--- src/rtl/instr_encoder_loader.sv ---
// rtl/instr_encoder_loader.sv - packs decoded RISC-V fields into instruction words and writes them to memory
//
// Purpose: inverse of the core's immediate generator. Each accepted field set
// is encoded (I/S/B/R formats), range-checked, and either written to the next
// sequential word of instruction memory or reported as an error.
//
// Ports:
//   clk, reset          rising-edge clock, asynchronous active-high reset
//   clear               synchronous restart of address and word count
//   in_valid/in_ready   field-set handshake (in_ready = !full && !clear)
//   opcode..imm         decoded fields and sign-extended immediate
//   mem_we/addr/wdata   registered one-cycle memory write
//   err_valid/err_code  registered one-cycle error pulse (01 opcode, 10 range, 11 B misaligned)
//   word_count, full    number of words written, and word_count == DEPTH
module instr_encoder_loader #(
  parameter int ADDR_W    = 10,
  parameter int DEPTH     = 256,
  parameter int BASE_ADDR = 0,
  localparam int CW       = $clog2(DEPTH + 1)
) (
  input  logic              clk,
  input  logic              reset,
  input  logic              clear,
  input  logic              in_valid,
  output logic              in_ready,
  input  logic [6:0]        opcode,
  input  logic [4:0]        rd,
  input  logic [4:0]        rs1,
  input  logic [4:0]        rs2,
  input  logic [2:0]        funct3,
  input  logic [6:0]        funct7,
  input  logic [31:0]       imm,
  output logic              mem_we,
  output logic [ADDR_W-1:0] mem_addr,
  output logic [31:0]       mem_wdata,
  output logic              err_valid,
  output logic [1:0]        err_code,
  output logic [CW-1:0]     word_count,
  output logic              full
);

  localparam logic [6:0] OP_LOAD   = 7'b0000011;
  localparam logic [6:0] OP_IMM    = 7'b0010011;
  localparam logic [6:0] OP_STORE  = 7'b0100011;
  localparam logic [6:0] OP_BRANCH = 7'b1100011;
  localparam logic [6:0] OP_REG    = 7'b0110011;

  localparam logic [1:0] ERR_NONE   = 2'b00;
  localparam logic [1:0] ERR_OPCODE = 2'b01;
  localparam logic [1:0] ERR_RANGE  = 2'b10;
  localparam logic [1:0] ERR_ALIGN  = 2'b11;

  localparam logic [ADDR_W-1:0] BASE   = ADDR_W'(BASE_ADDR);
  localparam logic [ADDR_W-1:0] STRIDE = ADDR_W'(4);
  localparam logic [CW-1:0]     LAST   = CW'(DEPTH - 1);

  logic [ADDR_W-1:0] next_addr;
  logic              accept;
  logic [31:0]       packed_word;
  logic [1:0]        enc_err;
  logic              fits12;
  logic              fits13;

  assign in_ready = !full && !clear;
  assign accept   = in_valid && in_ready;

  // A 12-bit signed field holds imm only if bits 31..11 are a pure sign
  // extension; the 13-bit branch offset likewise needs bits 31..12.
  assign fits12 = (&imm[31:11]) || !(|imm[31:11]);
  assign fits13 = (&imm[31:12]) || !(|imm[31:12]);

  always_comb begin
    packed_word = 32'd0;
    enc_err     = ERR_NONE;
    case (opcode)
      OP_LOAD, OP_IMM: begin
        packed_word = {imm[11:0], rs1, funct3, rd, opcode};
        if (!fits12) enc_err = ERR_RANGE;
      end
      OP_STORE: begin
        packed_word = {imm[11:5], rs2, rs1, funct3, imm[4:0], opcode};
        if (!fits12) enc_err = ERR_RANGE;
      end
      OP_BRANCH: begin
        packed_word = {imm[12], imm[10:5], rs2, rs1, funct3, imm[4:1], imm[11], opcode};
        // Range error takes precedence over misalignment.
        if (!fits13)     enc_err = ERR_RANGE;
        else if (imm[0]) enc_err = ERR_ALIGN;
      end
      OP_REG: begin
        packed_word = {funct7, rs2, rs1, funct3, rd, opcode};
      end
      default: enc_err = ERR_OPCODE;
    endcase
  end

  always_ff @(posedge clk or posedge reset) begin
    if (reset) begin
      mem_we     <= 1'b0;
      mem_addr   <= BASE;
      mem_wdata  <= 32'd0;
      err_valid  <= 1'b0;
      err_code   <= ERR_NONE;
      word_count <= '0;
      full       <= 1'b0;
      next_addr  <= BASE;
    end else begin
      mem_we    <= 1'b0;
      err_valid <= 1'b0;
      if (clear) begin
        next_addr  <= BASE;
        word_count <= '0;
        full       <= 1'b0;
      end else if (accept) begin
        if (enc_err == ERR_NONE) begin
          mem_we     <= 1'b1;
          mem_addr   <= next_addr;
          mem_wdata  <= packed_word;
          next_addr  <= next_addr + STRIDE;
          word_count <= word_count + 1'b1;
          // full rises alongside the DEPTH-th strobe, not one cycle later.
          full       <= (word_count == LAST);
        end else begin
          err_valid <= 1'b1;
          err_code  <= enc_err;
        end
      end
    end
  end

endmodule

--- config.mk ---
export PLATFORM = sky130hd
export DESIGN_NAME = instr_encoder_loader
export DESIGN_NICKNAME = d
export VERILOG_FILES = /design/src/rtl/instr_encoder_loader.sv
export SDC_FILE = /design/constraint.sdc
export NUM_CORES = 1
export LEC_CHECK = 0
export ABC_AREA = 1
export ABC_CLOCK_PERIOD_IN_PS = 2000
export BUFFER_PORTS_ARGS = -buffer_cell sky130_fd_sc_hd__buf_2
export CELL_PAD_IN_SITES_DETAIL_PLACEMENT = 0
export CELL_PAD_IN_SITES_GLOBAL_PLACEMENT = 1
export CORE_ASPECT_RATIO = 0.7
export CORE_MARGIN = 4
export CORE_UTILIZATION = 31
export DETAILED_ROUTE_END_ITERATION = 10
export GPL_ROUTABILITY_DRIVEN = 0
export MAX_ROUTING_LAYER = met4
export PLACE_DENSITY = 0.88
export REMOVE_ABC_BUFFERS = 1
export SETUP_SLACK_MARGIN = 0.1
export SYNTH_ARGS = -nofsm -noshare
export SYNTH_HDL_FRONTEND = slang
export SYNTH_SLANG_ARGS = --single-unit
--- constraint.sdc ---
create_clock -name clk -period 2 [get_ports clk]
set_input_delay 0.4 -clock clk [delete_from_list [all_inputs] [get_ports clk]]
set_output_delay 0.4 -clock clk [all_outputs]
set_load 0.03 [all_outputs]
After elaboration in Yosys (flattened, before gate mapping)
Index checks and enable logic that the tools add are counted.

Add/sub/neg operators: 2. $mul: 0. Div/mod/pow operators: 0. $lt $le $gt $ge: 0. Eq/ne operators: 6. Shift operators: 0. Multiplexer cells: 20. Bitwise logic cells: 2. Reductions and logical operators: 20.

Operators with widths (number): 32-bit case mux with 4 select lines (1); 10-bit 2-to-1 mux (3); 9-bit 2-to-1 mux (3); 21-bit AND reduction (1); 21-bit OR reduction (1); 20-bit AND reduction (1); 20-bit OR reduction (1); 7-bit by 6-bit == test with 1-bit output (second input constant) (2); 10-bit by 3-bit adder with 10-bit output (second input constant) (1); 9-bit by 1-bit adder with 9-bit output (second input constant) (1); 9-bit by 8-bit == test with 1-bit output (second input constant) (1); 1-bit 2-to-1 mux (9); 7-bit by 2-bit == test with 1-bit output (second input constant) (1); 7-bit by 5-bit == test with 1-bit output (second input constant) (1); 7-bit == test (second input constant) (1); 2-bit 2-to-1 mux (3); 2-bit case mux with 3 select lines (1); 3-bit AND reduction (2); 1-bit zero test (4); 2-bit nonzero test (2); 3-bit OR reduction (1); 1-bit logical AND (2); 2-bit zero test (1); 1-bit logical OR (2); other kinds (3) (4).

Register bits after elaboration: 66. Latch bits: 0. Bits in writable memories: 0. ROM bits: 0. Input port bits: 68. Output and inout port bits: 57. Logic and storage cells: 58. Memories: 0.

Depth between registers and ports, before layout
Depth after elaboration: 9. Depth in mapped cells: 13. Mapped depth without buffers: 12.

Worst setup path after synthesis
Ideal clock, no wire load.

Path type: flip-flop to flip-flop. From: reg full. To: reg mem_wdata[12]. Library setup time: 0.065 ns. Data arrival time: 1.951 ns. Required time: 1.935 ns. Slack: -0.016 ns. Cell stages (with the launch flop): 10. Buffers on the path: 2. Clock period less this slack: 2.016 ns. Cells stage by stage: dfrtp_1 > nor2_1 > nand2_1 > clkinv_1 > nand3_1 > nor2_1 > buf_4 > buf_6 > nand3_1 > nand2_1.

Word-level cells in the longest chain between the ends: 4.

Ends and longest elaborated chain: from (decl) (line 39) `output logic full`; from (signal assigned) (line 122) `full <= (word_count == LAST);`; 1-bit zero test (line 64) `assign in_ready = !full && !clear;`; 1-bit logical AND (line 64); via in_ready (line 25) `output logic in_ready,`; 1-bit logical AND (line 65) `assign accept = in_valid && in_ready;`; 3-bit AND reduction (no line); to (signal assigned) (line 118) `mem_wdata <= packed_word;`; to (decl) (line 35) `output logic [31:0] mem_wdata,`.

The timed path passes the listed nets, and every way through them passes these cells. A chain may end at the register's enable or synchronous reset.

Worst setup path after layout
From: in imm[28]. To: reg mem_wdata[23].

Word-level cells in the longest chain between the ends: 7. Elaborated cells on any way between the ends: 13. Those cells by class: 3 x mux; 10 x reduce/logical.

Ends and longest elaborated chain: from (decl) (line 32) `input logic [31:0] imm,`; 21-bit OR reduction or 20-bit OR reduction (tied branches) (line 69, 70); 1-bit zero test (on tied branches) (line 69, 70); 1-bit logical OR (on tied branches) (line 69, 70); 2-bit 2-to-1 mux (on tied branches) (line 78, 82, 87); 2-bit case mux with 3 select lines * (line 75) `case (opcode)`; 2-bit zero test * (line 115) `if (enc_err == ERR_NONE) begin`; 3-bit AND reduction (no line) *.

Every way passes the cells marked *; elsewhere a longest branch is shown, timed or not.

==> flow_summary.yaml <==
outcome:
  status: "complete, no violations"
critical_path:
  critPathMaxFanout: 8
  crit_top_cell: "nand2_1"
  max_stage_delay_ps: 260
  critPathLaunchType: "primary input"
  reg2reg_depth: 8
  worst-setup-path-type: "primary input to flop"
  cp.required_ps: 2220
  cp-end-kind: "flop"
  worst_path_max_delay_cell: "nor3b_1"
  path_buf_inv: 3
  r2r_start: "word_count[0]"
  rrSetupSlack_ps: 450
  critical-path-top-delay-family: "simple AND/OR/NAND/NOR gates"
  path_cells: "buf_2 > nand2_1 > nor3b_1 > nand3_1 > inv_1 > nor2_1 > nor2_2 > buf_12 > nand3_1 > nand2_1 > nand2_1"
  r2r-end: "word_count[8]"
  worst_ep_arrival_time_ps: 1820
sta:
  hold-worst-slack_ps: 67.16
  hold_viol: 0
  setup_slack_ps: 402.6
  drv_slew: 0
  finalSetupTns_ps: 0
  fmax_ghz: 0.6260
  rsz0062_at_grt: "no"
  period_needed_ps: 1597
  finalCritPeriodShare_pct: 79.87
  setup_viol: 0
  fin_skew_ps: 5.153
global_route:
  grt_pass1_vias: 3506
  grt-ovfl-total: 0
  grt_max_degree: 45
  grt.total_usage_pct: 16.60
  antenna_found_initial: 0
  grt_pass1_wl_um: 16370
floorplanning:
  die_height_um: 95.36
  top_level_ports: 125
  die_area_um2: 12660
  rows: 31
  core_um2: 10470
  start_util_pct: 32.27
  fp.dieW_um: 132.8
route:
  route.detailed.drc: 0
  wl_um: 9789
  viasPerCell: 4.715
  vias: 3442
  drt_pass1_iterations: 4
  drtAntennaViolNets: 0
  wire_per_inst_um: 13.41
  drt_iter0_markers: 208
clock_network:
  cts_tree: "done"
  clk_pin_slew_ps: 50
  clock-sinks: 62
  cts_root_buf: "clkbuf_16"
  cts.path.max_buffers: 2
  cts_made_buffers: 9
  cts_hold_buf: 0
  clk_latency_ps: 330
  htree_levels: 3
  post-cts-setup-buffer-count: 0
  cts_resized: 0
placed_design:
  portBuffers: 122
  pre_cts_ws_ps: 67.05
  placed_cells: 714
  hpwl_um: 7594
logic_synthesis:
  synth_cells: 460
  synth-async-reset-ratio_pct: 100.0
  ys_types: 34
  synth_area_leader_cell: "dfrtp_1"
  synth_edf_count: 0
  syn_area_per_cell_um2: 7.347
  ys.flop_type: "dfrtp_1"
  ys_seq_area_share_pct: 45.91
  synthTopCellsByCount: "146 x nand2_1, 85 x nor2_1, 62 x dfrtp_1"
  netlist_top_cells_area: "dfrtp_1 46%, nand2_1 16%, nor2_1 9.4%"
  yosys_warnings: 0
  synth_top_area_share_pct: 45.91
  netlist_area_um2: 3379
  yosys.cell_count.top_type: "nand2_1"
  synth_seq_cells: 62
layout:
  fin_nets: 664
  antennaDiodeCount: 0
  drive_gt1_share_pct: 27.26
  nFillCells: 1063
  final_cells: 730
  area_growth_syn_to_layout_pct: 35.06
pwr:
  vdd_ir_drop_max_uv: 551.1
  p_leak_nw: 2.609
  powerDensity_nw_per_um2: 784.6
worst_hold_path:
  worstHoldPathType: "primary input to async pin"
job:
  drv_cap: 0
## cells by family after synthesis
logic type                 synth area share (%)
other                                    0.1110
buffers and inverters                     6.738
AOI/OAI and AO/OA                         3.443
DFF                                       45.91
adders and majority gates                 1.111
xor gates and xnor gates                  2.592
and+or+nand+nor                           40.10
## layout by cell type, fill, tap and decap left out, types with 2 or more instances in the layout
cell / count
inv_1: 28
nor2_2: 2
a22o_1: 3
dfrtp_1: 62
nor2_4: 2
clkinvlp_4: 2
buf_2: 122
conb_1: 2
buf_12: 7
inv_2: 2
clkbuf_16: 9
nand3_1: 56
buf_4: 9
o21ai_1: 5
ha_1: 3
nand2_1: 146
nand2_2: 2
o21ai_0: 7
xor2_1: 9
or2_1: 2
nand4_1: 17
nor2_1: 84
## flip-flops by register name (all words and copies together) (netlist names)
register,flops
mem_we,1
next_addr,8
err_code,2
full,1
mem_wdata,32
word_count,9
err_valid,1
mem_addr,8
## stage by stage
step           total power, W  area, um^2  util, %
2_1_floorplan        0.001779        3272        -
3_3_place_gp         0.002031        4263    40.70
3_5_place_dp         0.002049        4263    40.70
4_1_cts              0.003634        4564    43.58
5_1_grt              0.003759        4564    43.58
6_report             0.003581        4564    43.58
## metal layers
layer  global-route usage (%)  share of wire (%)
met1                    21.55                 48
met2                    25.34                 43
met3                    4.483                6.8
met4                    5.536                2.2
met5                        -                  0
## cell type report
| cell class | count | area (um^2) | area share, % |
|---|---|---|---|
| well taps | 132 | 165.2 | 3.618 |
| inverters | 31 | 116.4 | 2.549 |
| multi-input cells | 351 | 1612 | 35.31 |
| clock inverters | 5 | 58.81 | 1.288 |
| clock buffers | 11 | 242.7 | 5.318 |
| flip-flops and latches | 62 | 1551 | 33.99 |
| repair buffers | 138 | 818.3 | 17.93 |
## power breakdown
part           switching [W]  internal [W]
sequential         0.0000544       0.00135
combinational       0.000418      0.000193
clock               0.000565      0.000997
total                0.00104       0.00254
## worst register-to-register path, cell delays in order, from the launching register on
cell     delay [ps]
dfrtp_1         420
ha_1            210
nand3_1         130
nor2_1          170
and3_1          180
ha_1            220
inv_1            50
nand2_1          50
nand2_1          60
## how the worst max path moves through the flow
stage / startpoint / end / slack, ps / cells after the start
floorplan: full / mem_wdata[5] / -1260 / 7
global placement: opcode[2] / mem_wdata[1] / 80 / 11
detailed placement: opcode[2] / mem_wdata[1] / 70 / 9
CTS: opcode[2] / mem_wdata[1] / 420 / 9
global route: opcode[0] / mem_wdata[24] / 230 / 12
finish: imm[28] / mem_wdata[23] / 400 / 11
(Power assumes the default switching activity.)
